<file path="config.mk">
export PLATFORM = sky130hd
export DESIGN_NAME = pipeline_hazard_ctrl
export DESIGN_NICKNAME = d
export VERILOG_FILES = /design/src/rtl/pipeline_hazard_ctrl.sv
export SDC_FILE = /design/constraint.sdc
export NUM_CORES = 1
export LEC_CHECK = 0
export CAP_MARGIN = 25
export CORE_AREA = 2 2 79 99
export DETAILED_ROUTE_END_ITERATION = 10
export DIE_AREA = 0 0 81 101
export DONT_BUFFER_PORTS = 1
export SYNTH_ARGS = -nofsm -noshare
export SYNTH_HDL_FRONTEND = slang
export SYNTH_SLANG_ARGS = --single-unit
</file>
<file path="constraint.sdc">
create_clock -name clk -period 2.5 [get_ports clk]
set_clock_uncertainty 0.15 [all_clocks]
set_input_delay 0.5 -clock clk [delete_from_list [all_inputs] [get_ports clk]]
set_output_delay 0.5 -clock clk [all_outputs]
set_load 0.005 [all_outputs]
</file>
<file path="src/rtl/pipeline_hazard_ctrl.sv">
// Hazard/stall/flush controller for a 5-stage in-order pipeline with a variable-latency data memory.
// Enables and flushes are combinational from state and inputs; state, counters and flags update on the clk rising edge.
// A memory stall freezes every stage. HALT stops all stage loads until reset.
module pipeline_hazard_ctrl #(
    parameter int MEM_TIMEOUT = 255
) (
    input  logic        clk,
    input  logic        reset,
    input  logic        memToReg_ID_EX,
    input  logic [4:0]  rd_ID_EX,
    input  logic [4:0]  rs1_IF_ID,
    input  logic [4:0]  rs2_IF_ID,
    input  logic        useRs1,
    input  logic        useRs2,
    input  logic        branchTaken_EX,
    input  logic        jump_EX,
    input  logic        memReq_EX_MEM,
    input  logic        memReady,
    input  logic        haltReq,
    output logic        pcWrite,
    output logic        ifidWrite,
    output logic        idexWrite,
    output logic        exmemWrite,
    output logic        memwbWrite,
    output logic        ifidFlush,
    output logic        idexFlush,
    output logic        memwbFlush,
    output logic [15:0] stallCount,
    output logic [15:0] flushCount,
    output logic        halted,
    output logic        memTimeout
);

    // The wait counter is at least 8 bits wide and wide enough to hold MEM_TIMEOUT.
    localparam int WCW = ($clog2(MEM_TIMEOUT + 1) > 8) ? $clog2(MEM_TIMEOUT + 1) : 8;

    typedef enum logic [1:0] {
        RUN      = 2'd0,
        MEM_WAIT = 2'd1,
        HALT     = 2'd2
    } state_t;

    state_t           state;
    logic [WCW-1:0]   wait_cnt;
    logic [WCW-1:0]   wait_nxt;
    logic             mem_stall;
    logic             redirect;
    logic             rs1_hit;
    logic             rs2_hit;
    logic             load_use;

    assign mem_stall = memReq_EX_MEM & ~memReady;
    assign redirect  = branchTaken_EX | jump_EX;
    assign rs1_hit   = useRs1 & (rs1_IF_ID == rd_ID_EX);
    assign rs2_hit   = useRs2 & (rs2_IF_ID == rd_ID_EX);
    assign load_use  = memToReg_ID_EX & (rd_ID_EX != 5'd0) & (rs1_hit | rs2_hit);
    assign wait_nxt  = wait_cnt + WCW'(1);

    // haltReq is deliberately absent here: it only acts through the state register.
    always_comb begin
        pcWrite    = 1'b1;
        ifidWrite  = 1'b1;
        idexWrite  = 1'b1;
        exmemWrite = 1'b1;
        memwbWrite = 1'b1;
        ifidFlush  = 1'b0;
        idexFlush  = 1'b0;
        memwbFlush = 1'b0;
        if (!reset) begin
            pcWrite    = 1'b0;
            ifidWrite  = 1'b0;
            idexWrite  = 1'b0;
            exmemWrite = 1'b0;
            memwbWrite = 1'b0;
            ifidFlush  = 1'b1;
            idexFlush  = 1'b1;
            memwbFlush = 1'b1;
        end else if (state == HALT) begin
            pcWrite    = 1'b0;
            ifidWrite  = 1'b0;
            idexWrite  = 1'b0;
            exmemWrite = 1'b0;
            memwbWrite = 1'b0;
        end else if (mem_stall) begin
            pcWrite    = 1'b0;
            ifidWrite  = 1'b0;
            idexWrite  = 1'b0;
            exmemWrite = 1'b0;
            memwbWrite = 1'b0;
            memwbFlush = 1'b1;
        end else if (redirect) begin
            ifidFlush  = 1'b1;
            idexFlush  = 1'b1;
        end else if (load_use) begin
            pcWrite    = 1'b0;
            ifidWrite  = 1'b0;
            idexFlush  = 1'b1;
        end
    end

    always_ff @(posedge clk) begin
        if (!reset) begin
            state      <= RUN;
            wait_cnt   <= '0;
            stallCount <= '0;
            flushCount <= '0;
            halted     <= 1'b0;
            memTimeout <= 1'b0;
        end else begin
            if (state != HALT) begin
                if (!pcWrite && stallCount != 16'hFFFF)
                    stallCount <= stallCount + 16'd1;
                if (redirect && !mem_stall && flushCount != 16'hFFFF)
                    flushCount <= flushCount + 16'd1;
            end
            case (state)
                RUN: begin
                    if (mem_stall) begin
                        state    <= MEM_WAIT;
                        wait_cnt <= '0;
                    end else if (haltReq) begin
                        state  <= HALT;
                        halted <= 1'b1;
                    end
                end
                MEM_WAIT: begin
                    if (!mem_stall) begin
                        state <= RUN;
                    end else if (wait_nxt >= WCW'(MEM_TIMEOUT)) begin
                        state      <= HALT;
                        halted     <= 1'b1;
                        memTimeout <= 1'b1;
                    end else begin
                        wait_cnt <= wait_nxt;
                    end
                end
                HALT: begin
                    state <= HALT;
                end
                default: begin
                    state <= RUN;
                end
            endcase
        end
    end

endmodule

</file>
Yosys cells after proc, flatten, opt, wreduce, memory -nomap -nowiden. Cells that the tools add are included.

Bits in latches: 0. Memories kept: 0. Logic and storage cells: 81. Memory bits (read-only): 0. Memory bits (writable): 0. Register bits: 44.

Bitwise gates (word level): 8. Equal/unequal tests: 15. Reduce and logical (&&, ||, !) cells: 14. Mux-type cells: 34. $add $sub $neg: 3. Multipliers: 0. Divide/modulo/power cells: 0. Shift-type cells: 0. Magnitude comparators: 1.

Operators with widths (number): adder 16 x 1 -> 16 bit (second input constant) (2); != test 16 bit (second input constant) (2); two-way mux 1 bit (24); two-way mux 8 bit (3); case mux 8 bit (2 select lines) (1); != test 2 bit (second input constant) (7); equality test 5 bit (2); adder 8 x 1 -> 8 bit (second input constant) (1); greater-or-equal comparator 8 bit (second input constant) (1); two-way mux 2 bit (4); != test 3 bit (second input constant) (2); case mux 2 bit (3 select lines) (1); AND reduction 2 bit (3); AND 1 bit (5); AND reduction 5 bit (1); nonzero test 5 bit (1); AND reduction 4 bit (1); logical AND 1 bit (3); AND reduction 3 bit (1); equality test 2 x 1 -> 1 bit (second input constant) (1); equality test 2 bit (second input constant) (1); zero test 1 bit (2); zero test 2 bit (1); bitwise OR 1 bit (2); other kinds (3) (3).

Longest topological paths before layout. Gate-level depths: netlist of run 1.

Depth after elaboration: 12. Mapped depth: 9.

Least setup slack after synthesis of run 1. No wires, ideal clock.

Path type: input port to output port. From: in rd_ID_EX[0]. To: out pcWrite. Data arrival time: 1.719 ns. Path buffers: 1. Slack: 0.131 ns. Required time: 1.850 ns. Cell stages on the path: 5. Cell sequence: or4_1 -> o21ai_1 -> nor3_2 -> a21boi_1 -> buf_4.

Cells in the longest elaborated chain, start to end: 9. Elaborated cells between the ends (all ways): 13. Classes of those cells: 2 x eq/ne; 5 x mux; 5 x bitwise; 1 x reduce/logical.

Ends and longest elaborated chain: start, declared (line 10) `input logic [4:0] rd_ID_EX,`; equality test 5 bit, on equally long branches (line 54, 55); AND 1 bit, on equally long branches (line 54, 55); bitwise OR 1 bit (line 56) `assign load_use = memToReg_ID_EX & (rd_ID_EX != 5'd0) & (rs1_hit | rs2_hit);`; AND 1 bit (*) (line 56); two-way mux 1 bit (*) (5 in series); end, declared (line 20) `output logic pcWrite,`.

Mark *: on every way between the ends. The rest lies on a longest branch, timed or not.

Worst setup path in the final report of run 1.
From: reg wait_cnt[1]. To: reg wait_cnt[1].

Cells in the longest elaborated chain, start to end: 4. Elaborated cells between the ends (all ways): 7. Classes of those cells: 1 x add/sub; 1 x order compare; 1 x eq/ne; 3 x mux; 1 x reduce/logical.

Ends and longest elaborated chain: start, declared (line 44) `logic [WCW-1:0] wait_cnt;`; start signal, assigned (line 134) `wait_cnt <= wait_nxt;`; adder 8 x 1 -> 8 bit (*) (line 57) `assign wait_nxt = wait_cnt + WCW'(1);`; greater-or-equal comparator 8 bit / two-way mux 8 bit (equally long branches) (line 129) `end else if (wait_nxt >= WCW'(MEM_TIMEOUT)) begin`; != test 2 bit (no source line) / two-way mux 8 bit (equally long branches); AND reduction 4 bit (no source line) / case mux 8 bit (2 select lines) (equally long branches).

Mark *: on every way between the ends. The rest lies on a longest branch, timed or not. The select of a mux whose other input is x is not followed. A chain may end at the register's enable or synchronous reset.

==> flow_summary.yaml, run 1 <==
cells_and_area:
  multi_input_area_um2: 1450
  drive_gt1_frac: 0.0922
  mostFrequentLayoutCell: "dfxtp_1"
  regArea_um2: 881
  n_antenna_cell: 0
  final_cell_mix: "44 x dfxtp_1, 30 x nor2_1, 28 x nand2_1"
  syn_to_final_growth_pct: 7.28
  fill_cells: 765
  nNetsFinal: 321
floorplanning:
  die-area_um2: 8180
  num_rows: 35
  start_util: 0.340
  core_um2: 7270
  die-width_um: 81
  pin_count: 67
  die_height_um: 101
clock_tree:
  clock-sinks: 44
  clk_pin_slew_worst_paths_ps: 80
  insertion_delay_ps: 300
  cts_max_level: 2
  post_cts_buffers: 0
  cts_resized: 0
  cts_tree: "built"
  cts_hold_buffers: 0
  cts_buffers: 5
  cts_buffer_depth: 2
  root_buffer: "clkbuf_8"
critical_path:
  crit_path_top_delay_cell: "dfxtp_1"
  r2r_end: "wait_cnt[1]$_SDFFE_PN0P_"
  critical_path.top_delay_family: "simple AND/OR/NAND/NOR gates"
  cp_max_fo: 8
  path_depth: 8
  r2r_start: "wait_cnt[1]$_SDFFE_PN0P_"
  worstSetupPathType: "flip-flop to flip-flop"
  max_stage_delay_ps: 410
  crit_start: "wait_cnt[1]$_SDFFE_PN0P_"
  rrSetupSlack_ps: 140
  start_kind: "flip-flop"
  cp_cell_sequence: "ha_1, nand3_1, o21a_1, o2111ai_1, nand2_1, buf_4, or3_1, a21oi_1"
  worstPathRequired_ps: 2580
  crit_buf_inv: 1
  setup.worst_path.end: "wait_cnt[1]$_SDFFE_PN0P_"
  r2r.worst_path.cells: 8
  worst_ep_arrival_time_ps: 2440
  endpoint_kind: "flip-flop"
route:
  dr.pass1.iters: 4
  ant_nets: 0
  viasPerCell: 5.38
  drt-total-wl_um: 5540
  vias: 2072
  drcViolationCount: 0
  wire_per_inst_um: 14.4
  drt-initial-drc-count: 110
yosys:
  yosys.area.top_type: "dfxtp_1"
  ys_top_cells_by_area: "dfxtp_1 36%, xnor2_1 6.0%, a21oi_1 4.7%, nor2_1 4.6%, nand2_1 4.2%"
  synth-seq-area-share: 0.356
  syn-cell-area_um2: 2470
  postSynthAreaPerCell_um2: 8.36
  synth_top_area_frac: 0.356
  synth_seq_cells: 44
  yosysWarnings: 0
  synth_edf_count: 0
  synthFlopType: "dfxtp_1"
  syn_nets: 325
  syn_inst: 296
  yosys.cell_types.count: 46
  postSynth.asyncResetShare: 0
sta:
  fin_setup_tns_ps: 0
  worst_pin_slew_ps: 768
  setup_slack_ps: 137
  fmaxAchievable_mhz: 423
  max-slew-margin-rel: 0.486
  finalSetupViolations: 0
  period_needed_ps: 2360
  fin_crit_sh: 0.945
  finalHoldViolations: 0
  maxSlewViolCount: 0
  rsz0062_at_grt: "no"
global_route:
  grt_pass1_vias: 1954
  grt_max_degree: 26
  track_usage: 0.137
  antenna_found_initial: 0
  gr-total-overflow: 0
  grt_pass1_wl_um: 8780
status:
  outcome: "complete, no violations"
placed_design:
  preCtsSetupSlack_ps: 181
  place.gp.congestion: 0.798
  io_buffers: 0
  hpwl_um: 4020
pwr:
  p_leak_nw: 0.824
  power_density_nw_per_um2: 514
  vdd_ir_drop_max_v: 0.000224
hold_path:
  holdCritStartpoint: "reset"
  min_path_type: "input pin to flip-flop"
job:
  drv_cap: 0
[power by group]
part | internal [mW] | switching (mW) | leakage (nW)
clock | 0.224 | 0.255 | 0.0434
sequential | 0.715 | 0.0207 | 0.356
combinational | 0.0643 | 0.0864 | 0.424
total | 1.00 | 0.362 | 0.824
[area by class of cell]
class | count | share of cell area
multi-input combinational | 224 | 0.545
sequential | 44 | 0.332
tap | 92 | 0.0434
clock buffer | 6 | 0.0311
timing repair buffer | 7 | 0.0292
inverter | 10 | 0.0141
clock inverter | 2 | 0.00566
[flip-flops by register name, indices dropped and copies added, names as in the netlist]
register,count
state,2
memTimeout,1
stallCount,16
wait_cnt,8
halted,1
flushCount,16
[worst min-delay path by stage]
stage                                       end  slack, ps  cells past startpoint
CTS                 flushCount[12]$_SDFFE_PN0P_        150                      1
floorplan              wait_cnt[6]$_SDFFE_PN0P_        310                      2
detailed placement     wait_cnt[6]$_SDFFE_PN0P_        340                      2
finish                 wait_cnt[7]$_SDFFE_PN0P_        170                      1
global placement       wait_cnt[6]$_SDFFE_PN0P_        340                      2
global route           wait_cnt[2]$_SDFFE_PN0P_        160                      1
[synth_stat cells, types with 2 or more instances]
cell	count
dfxtp_1	44
nor2_1	30
nand2_1	28
a21oi_1	23
xnor2_1	17
nand3_1	16
or4_1	13
inv_1	10
nand4_1	10
o31ai_1	10
o21ai_0	9
xor2_1	9
clkbuf_1	8
or3_1	8
and2_1	4
and3_1	4
buf_2	4
ha_1	4
nor3_1	4
buf_4	3
mux2i_1	3
nor3_2	3
nor4_1	3
a31oi_4	2
buf_6	2
nand2b_1	2
nor2b_1	2
o21a_1	2
o21ai_1	2
[metrics by stage]
| step | cells | total power [mW] | area, um^2 | util | hold slack, ps |
|---|---|---|---|---|---|
| floorplan | 296 | 0.877 | 2470 | - | 309 |
| global placement | 377 | 0.900 | 2560 | 0.352 | 337 |
| detailed placement | 377 | 0.904 | 2560 | 0.352 | 335 |
| CTS | 385 | 1.39 | 2650 | 0.365 | 150 |
| global route | 385 | 1.44 | 2650 | 0.365 | 156 |
| finish | 385 | 1.37 | 2650 | 0.365 | 166 |
[per-layer routing]
layer | GRT usage | vias up | part of all wire
li1 | - | 1041 | -
met1 | 0.152 | 955 | 0.42
met2 | 0.239 | 69 | 0.49
met3 | 0.0358 | 7 | 0.071
met4 | 0.0652 | 0 | 0.017
met5 | 0 | - | 0
[cell families (layout without fill, tap and decap cells)]
| group | after synthesis | in the layout | share of synthesized area |
|---|---|---|---|
| and+or+nand+nor | 135 | 135 | 0.303 |
| AOI/OAI and AO/OA | 56 | 56 | 0.157 |
| DFF | 44 | 44 | 0.356 |
| buffers and inverters | 28 | 25 | 0.0597 |
| xor gates and xnor gates | 26 | 26 | 0.0921 |
| adders and majority gates | 4 | 4 | 0.0202 |
| muxes | 3 | 3 | 0.0121 |
No activity file was read; power rests on OpenSTA's default activity.
==> inputs of run 2 (changes only) <==
--- a/config.mk
+++ b/config.mk
@@ -6,10 +6,11 @@
 export NUM_CORES = 1
 export LEC_CHECK = 0
 export CAP_MARGIN = 25
-export CORE_AREA = 2 2 79 99
+export CORE_AREA = 3 3 80 100
 export DETAILED_ROUTE_END_ITERATION = 10
-export DIE_AREA = 0 0 81 101
+export DIE_AREA = 0 0 83 103
 export DONT_BUFFER_PORTS = 1
+export PLACE_DENSITY = 0.58
 export SYNTH_ARGS = -nofsm -noshare
 export SYNTH_HDL_FRONTEND = slang
 export SYNTH_SLANG_ARGS = --single-unit
==> run 2 against run 1 <==
Clock power increased by 12%. Die area grew 4.5%. Maximum frequency grew 2.4%. Critical path type is now input pin to output port. Largest cell class unchanged. Highest routed layer unchanged.
==> flow_summary.yaml, run 2 (synthesis gave the netlist of run 1 again) <==
cells_and_area:
  final_cell_mix: "44 x dfxtp_1, 30 x nor2_1, 27 x nand2_1"
  nNetsFinal: 320
  n_antenna_cell: 0
  largestRegisters: "flushCount x16, stallCount x16, wait_cnt x8"
  mostFrequentLayoutCell: "dfxtp_1"
  syn_to_final_growth_pct: 7.39
  fill_cells: 744
  drive_gt1_frac: 0.0890
floorplanning:
  die-area_um2: 8550
  pin_count: 67
  start_util: 0.350
  num_rows: 34
  core_um2: 7060
  die_height_um: 103
  die-width_um: 83
global_route:
  grt_use_met1: 0.145
  gr-total-overflow: 0
  gr-usage-met2: 0.247
  track_usage: 0.139
  gr-usage-met3: 0.0592
  antenna_found_initial: 0
  grt_pass1_vias: 2076
  grt_pass1_wl_um: 9710
  busiest_layer: "met2"
  grt_max_degree: 26
clock_tree:
  clk_pin_slew_worst_paths_ps: 90
  cts_buffers: 5
  insertion_delay_ps: 290
  root_buffer: "clkbuf_8"
  cts_buffer_depth: 2
  cts_tree: "built"
  clock-sinks: 44
  cts_max_level: 2
  cts_hold_buffers: 0
placed_design:
  place.gp.congestion: 0.780
  hpwl_um: 4340
  io_buffers: 0
sta:
  fin_crit_sh: 0.923
  maxSlewViolCount: 0
  fin_setup_tns_ps: 0
  period_needed_ps: 2310
  fmaxAchievable_mhz: 433
  finalSetupViolations: 0
  max-slew-margin-rel: 0.556
  finalHoldViolations: 0
  rsz0062_at_grt: "no"
  worst_pin_slew_ps: 664
hold_path:
  holdCritStartpoint: "reset"
  min_path_type: "input pin to flip-flop"
route:
  viasPerCell: 5.40
  drt-total-wl_um: 5730
  wire_per_inst_um: 15.0
  drt-initial-drc-count: 71
  ant_nets: 0
  drcViolationCount: 0
  dr.pass1.iters: 5
  vias: 2061
critical_path:
  r2r_start: "wait_cnt[0]$_SDFFE_PN0P_"
  crit_start: "rd_ID_EX[0]"
  cp_max_fo: 6
  worstPathRequired_ps: 1850
  worst_ep_arrival_time_ps: 1660
  endpoint_kind: "output port"
  worstSetupPathType: "input pin to output port"
  start_kind: "input pin"
pwr:
  vdd_ir_drop_max_v: 0.000302
  p_leak_nw: 0.831
  power_mw: 1.42
  power_density_nw_per_um2: 535
status:
  outcome: "complete, no violations"
job:
  drv_cap: 0
==> run 2: cell count changes in the layout (fill, tap and decap cells not counted), sizes merged <==
cell,previous run,this run
clkinv,0,1
bufinv,0,1
clkinvlp,2,0
buf,7,6
==> run 2: final cells by class <==
type                            count  area, um^2  share of cell area
Sequential cell                    44         881               0.332
Tap cell                           90         113              0.0424
Multi-Input combinational cell    224        1450               0.545
Inverter                           10        37.5              0.0141
Timing Repair Buffer                6        70.1              0.0264
Clock inverter                      2        35.0              0.0132
Clock buffer                        6        72.6              0.0273
==> run 2: path summary, 6_finish.rpt <==
kind                            endpoint  slack (ps)  cells after the start
max reg2reg     wait_cnt[3]$_SDFFE_PN0P_         230                      7
min          flushCount[12]$_SDFFE_PN0P_         170                      1
max                            ifidWrite         190                      5
min reg2reg     wait_cnt[6]$_SDFFE_PN0P_         340                      2
==> run 2: what timing repair did <==
| action | CTS | global route |
|---|---|---|
| endpoints found under the setup margin | 0 | 1 |
| resized for setup | 0 | 1 |
| setup buffers | 0 | 0 |
==> run 2: stage by stage <==
| stage | instances | utilization | instance area, um^2 | setup slack (ps) | hold slack [ps] |
|---|---|---|---|---|---|
| after detailed placement | 374 | 0.361 | 2550 | 166 | 336 |
| final | 382 | 0.376 | 2660 | 192 | 173 |
| after global routing | 382 | 0.376 | 2660 | 45.4 | 167 |
| after CTS | 382 | 0.376 | 2650 | 152 | 164 |
| after floorplan | 296 | - | 2470 | 131 | 309 |
| after global placement | 374 | 0.361 | 2550 | 174 | 331 |
==> run 2: layer usage <==
metal	part of all wire	up-vias
met3	0.084	5
met2	0.50	52
met1	0.40	960
met5	0	-
met4	0.014	0
li1	-	1044
==> run 2: worst max-delay path, cell delays in order <==
cell	delay, ps
or4_1	520
o21ai_1	240
nor3_2	90
a21boi_1	150
buf_4	160
==> run 2: where the power goes <==
group	switching [mW]	internal [mW]
logic	0.0871	0.0621
registers	0.0217	0.715
clock network	0.238	0.297
==> edit 1, RTL diff (flow settings as in run 2) <==
Register the output `stallCount` once more, cleared by the reset; this adds one clock of latency there. The other outputs are not delayed to match.
--- a/src/rtl/pipeline_hazard_ctrl.sv
+++ b/src/rtl/pipeline_hazard_ctrl.sv
@@ -39,6 +39,8 @@
         MEM_WAIT = 2'd1,
         HALT     = 2'd2
     } state_t;
+
+    logic [15:0] stallCount_s0;
 
     state_t           state;
     logic [WCW-1:0]   wait_cnt;
@@ -102,14 +104,14 @@
         if (!reset) begin
             state      <= RUN;
             wait_cnt   <= '0;
-            stallCount <= '0;
+            stallCount_s0 <= '0;
             flushCount <= '0;
             halted     <= 1'b0;
             memTimeout <= 1'b0;
         end else begin
             if (state != HALT) begin
-                if (!pcWrite && stallCount != 16'hFFFF)
-                    stallCount <= stallCount + 16'd1;
+                if (!pcWrite && stallCount_s0 != 16'hFFFF)
+                    stallCount_s0 <= stallCount_s0 + 16'd1;
                 if (redirect && !mem_stall && flushCount != 16'hFFFF)
                     flushCount <= flushCount + 16'd1;
             end
@@ -144,5 +146,13 @@
         end
     end
 
+    always_ff @(posedge clk) begin
+        if (!reset) begin
+            stallCount <= '0;
+        end else begin
+            stallCount <= stallCount_s0;
+        end
+    end
+
 endmodule
 
Function: changed (a bounded check fails within 4 cycles, from zero or initial values and one cycle with reset low).
==> edit 1 against run 2 <==
  * Via count grew 6.3%
  * Final area grew 18%
  * Total power increased by 43%
  * Sequential cell count grew 16
  * Combinational power about the same
  * Worst setup slack worse by 0.11 ns
  * Global-route usage increased by 0.21 points
  * Wire length increased by 4.4%
  * Synthesized area is 12% higher
  * Largest power group unchanged
==> edit 1: results (changes against run 2) <==
Status
  • Run status: complete, no violations

Detailed routing
  • DRT Pass-1 Iters: 4 (-1)
  • Met3 wire len: 327 um (-32%)
  • Via Count: 2191 (+6.3%)
  • DRC marker count from the first detailed-route iteration: 48 (-32%)
  • Routed WL per cell: 14.1 um (-6.2%)
  • DRT met1 WL: 2600 um (+13%)
  • Number of vias per cell: 5.16 (-4.4%)

Placed design
  • Dpl cell area: 2920 um^2 (+14%)
  • Post-place setup slack: 0.0800 ns (-0.0861 ns)
  • HPWL after detailed placement: 4330 um (-0.23%)

Cells and area
  • Clock buffers: 12 (+6)
  • Logic inverters: 8 (-2)
  • Multi-input combinational area share: 47.3% (-7.2 points)
  • Biggest regs: flushCount: 16 flops, stallCount: 16 flops, stallCount_s0: 16 flops
  • Nets: 359 (+12%)
  • Clk tree area frac: 6.48% (+2.4 points)
  • Sequential cell area: 1200 um^2 (+36%)
  • Layout cells sized above 1: 11.0% (+2.1 points)
  • Buffer share of cell area: 3.28% (+0.64 points)
  • Bufs w/o clock: 12 (+6)

GRT
  • Gr usage total: 14.1% (+0.21 points)
  • Largest net degree at the start of global routing: 28 (+7.7%)
  • Global Route met3 Usage: 5.36% (-0.56 points)
  • First-pass GRT wire length: 9620 um (-0.93%)

Power and ir drop
  • Power share of the clock group: 43.9% (+6.2 points)
  • Combinational Power Share: 7.3% (-3.2 points)
  • Total leakage power: 1.17 nW (+41%)
  • Peak supply drop: 338 uV (+12%)
  • Final Power: 2.03 mW (+43%)

Clock tree
  • H-tree level count: 3 (+1)
  • Number of buffers created by CTS: 9 (+4)
  • Worst-path clk slew: 0.07 ns (-0.02 ns)
  • Worst-Skew Late Latency: 0.33 ns (+0.04 ns)

Worst hold path
  • WHS Endpoint: flushCount[10]

Setup path
  • Crit path DAT: 2.50 ns (+0.84 ns)
  • Slowest CP cell: or4b_4
  • Critical Path Fanout Max: 22 (+16)
  • Worst Reg-to-Reg Cells: 8 (+1)
  • Setup crit end: stallCount_s0[7]

STA
  • Final worst slack: 0.0774 ns (-0.114 ns)
  • Hold Slack: 0.144 ns (-0.0287 ns)

Logic synthesis
  • Most frequent cells after synthesis: 60 x dfxtp_1, 45 x nor2_1, 22 x and2_1, 22 x nand3_1
  • Yosys reg bits: 60 (+36%)
  • Post-synthesis sequential area ratio: 43.2% (+7.6 points)
  • Synth unique cells: 44 (-4.3%)
  • Synth top area cells: dfxtp_1 43%, nor2_1 6.1%, and2_1 5.0%, xor2_1 4.4%, xnor2_1 4.1%
## edit 1: changes by cell type in the layout (fill, tap and decap cells not counted), moves of 6 or more
| cell | before | now |
|---|---|---|
| a21oi_1 | 23 | 16 |
| and2_1 | 4 | 22 |
| buf_4 | 4 | 11 |
| clkbuf_8 | 5 | 11 |
| dfxtp_1 | 44 | 60 |
| nand2_1 | 27 | 17 |
| nand3_1 | 16 | 22 |
| nor2_1 | 30 | 45 |
| o31ai_1 | 10 | 1 |
| or4_1 | 13 | 3 |
## edit 1: logic make-up after synthesis
| group | count (synthesis) | synth area share, % |
|---|---|---|
| AND/OR/NAND/NOR | 156 | 29.2 |
| flip-flops | 60 | 43.2 |
| AO/OA/AOI/OAI | 41 | 9.05 |
| XOR/XNOR | 27 | 8.51 |
| buffers and inverters | 22 | 3.87 |
| multiplexers | 11 | 4.32 |
| adder cells (fa/ha/maj) | 4 | 1.80 |
==> edit 2, RTL diff (config.mk and constraints of run 2) <==
Made on the original files. Change the parameter `MEM_TIMEOUT` from 255 to 510.
--- a/src/rtl/pipeline_hazard_ctrl.sv
+++ b/src/rtl/pipeline_hazard_ctrl.sv
@@ -2,7 +2,7 @@
 // Enables and flushes are combinational from state and inputs; state, counters and flags update on the clk rising edge.
 // A memory stall freezes every stage. HALT stops all stage loads until reset.
 module pipeline_hazard_ctrl #(
-    parameter int MEM_TIMEOUT = 255
+    parameter int MEM_TIMEOUT = 510
 ) (
     input  logic        clk,
     input  logic        reset,
Check against the original RTL: no difference found for any inputs over 10 cycles, from zero or initial values and one cycle with reset low; that may be too few to reach the edited logic, so the function may still have changed.
==> edit 2 against run 2 <==
  * Register-to-register slack improved by 0.10 ns
  * Sequential cell count increased by 1
  * Synthesized area increased by 0.30%
  * Final area increased by 1.4%
  * Highest routed layer unchanged
  * Total power decreased by 4.7%
  * Critical path depth unchanged
  * Clock power decreased by 13%
  * Sequential share of layout area increased by 0.28 points
  * Worst setup slack got worse by 0.085 ns
  * Wire length increased by 1.9%
  * Via count increased by 5.3%
==> edit 2: results (changes against run 2) <==
Placed design
  • Post-place setup slack: 0.0290 ns (-0.137 ns)
  • Gpl congestion: 0.786 (+0.72%)
  • HPWL after detailed placement: 4460 um (+2.6%)

Logic synthesis
  • Mapped Nets: 329 (+1.2%)
  • Most frequent cells after synthesis: 45 x dfxtp_1, 34 x nor2_1, 25 x nand2_1
  • Post-synthesis sequential area ratio: 36.3% (+0.70 points)
  • Synth top area cells: dfxtp_1 36%, xnor2_1 6.0%, nor2_1 5.1%, nand2_1 3.8%, a21oi_1 3.6%

Cells and area
  • Nets: 334 (+4.4%)
  • Fillers: 782 (+5.1%)
  • Layout cells sized above 1: 10.8% (+1.9 points)
  • Biggest regs: flushCount: 16 flops, stallCount: 16 flops, wait_cnt: 9 flops

Status
  • Run status: complete, no violations

Detailed routing
  • Final wirelength: 5850 um (+1.9%)
  • Number of vias per cell: 5.48 (+1.6%)
  • DRC marker count from the first detailed-route iteration: 40 (-44%)
  • DRT Pass-1 Iters: 4 (-1)

Setup path
  • Slowest stage delay, CP: 0.54 ns (+0.02 ns)
  • Crit path DAT: 1.74 ns (+0.08 ns)
  • Critical Path Fanout Max: 3 (-3)

Clock tree
  • Worst-Skew Late Latency: 0.31 ns (+0.02 ns)
  • Longest Clk Path Bufs: 2 (unchanged)

GRT
  • Vias in the first global route: 1957 (-5.7%)
  • Largest net degree at the start of global routing: 22 (-15%)
  • First-pass GRT wire length: 9650 um (-0.57%)

STA
  • Max-slew headroom: 71.3% (+16 points)

Power and ir drop
  • Peak supply drop: 344 uV (+14%)
-- edit 2: routing by layer --
metal / track usage, % / wire length [um] / vias to the layer above
met5: 0 / 0 / -
met2: 23.6 / 2820 / 49
li1: - / - / 1081
met1: 15.9 / 2500 / 1032
met3: 5.52 / 435 / 8
met4: 4.65 / 93 / 0
-- edit 2: area by class of cell --
cell class / count / area (um^2) / area share (%)
clock buffers: 6 / 72.6 / 2.69
clock inverters: 2 / 15.0 / 0.557
inverters: 9 / 33.8 / 1.25
multi-input cells: 234 / 1480 / 55.1
flip-flops and latches: 45 / 901 / 33.4
well taps: 90 / 113 / 4.18
repair buffers: 10 / 75.1 / 2.79
-- edit 2: kinds of logic (layout without fill, tap and decap cells) --
group,count (synthesis),after routing,share of synthesized area (%)
adders and majority gates,4,4,2.02
muxes,5,5,2.02
DFF,45,45,36.3
xor gates and xnor gates,27,27,9.53
and+or+nand+nor,134,134,28.4
AOI/OAI and AO/OA,64,64,17.7
buffers and inverters,21,27,3.98
-- edit 2: repair_timing --
item	4_1_cts	5_1_grt
gates cloned	0	0
resized for setup	1	1
endpoints found under the setup margin	1	2
-- edit 2: worst max-delay path, delay by kind of cell --
kind / cells / cell delay (ns)
AO/OA/AOI/OAI: 2 / 0.28
buffers and inverters: 1 / 0.14
AND/OR/NAND/NOR: 2 / 0.81
-- edit 2: power breakdown --
group | switching [mW] | internal, mW
Sequential | 0.0179 | 0.730
Clock | 0.269 | 0.198
Combinational | 0.0788 | 0.0602
Total | 0.366 | 0.988
-- edit 2: metrics by stage --
stage          instances  cell area (um^2)
2_1_floorplan        300              2480
3_3_place_gp         388              2600
3_5_place_dp         388              2600
4_1_cts              396              2690
5_1_grt              396              2690
6_report             396              2690
-- edit 2: worst paths after layout --
path,slack (ns),cells past startpoint,start,endpoint
max,0.11,5,rd_ID_EX[0],pcWrite
min,0.17,1,reset,memTimeout
max reg2reg,0.33,6,stallCount[3],stallCount[10]
min reg2reg,0.36,2,wait_cnt[1],wait_cnt[1]
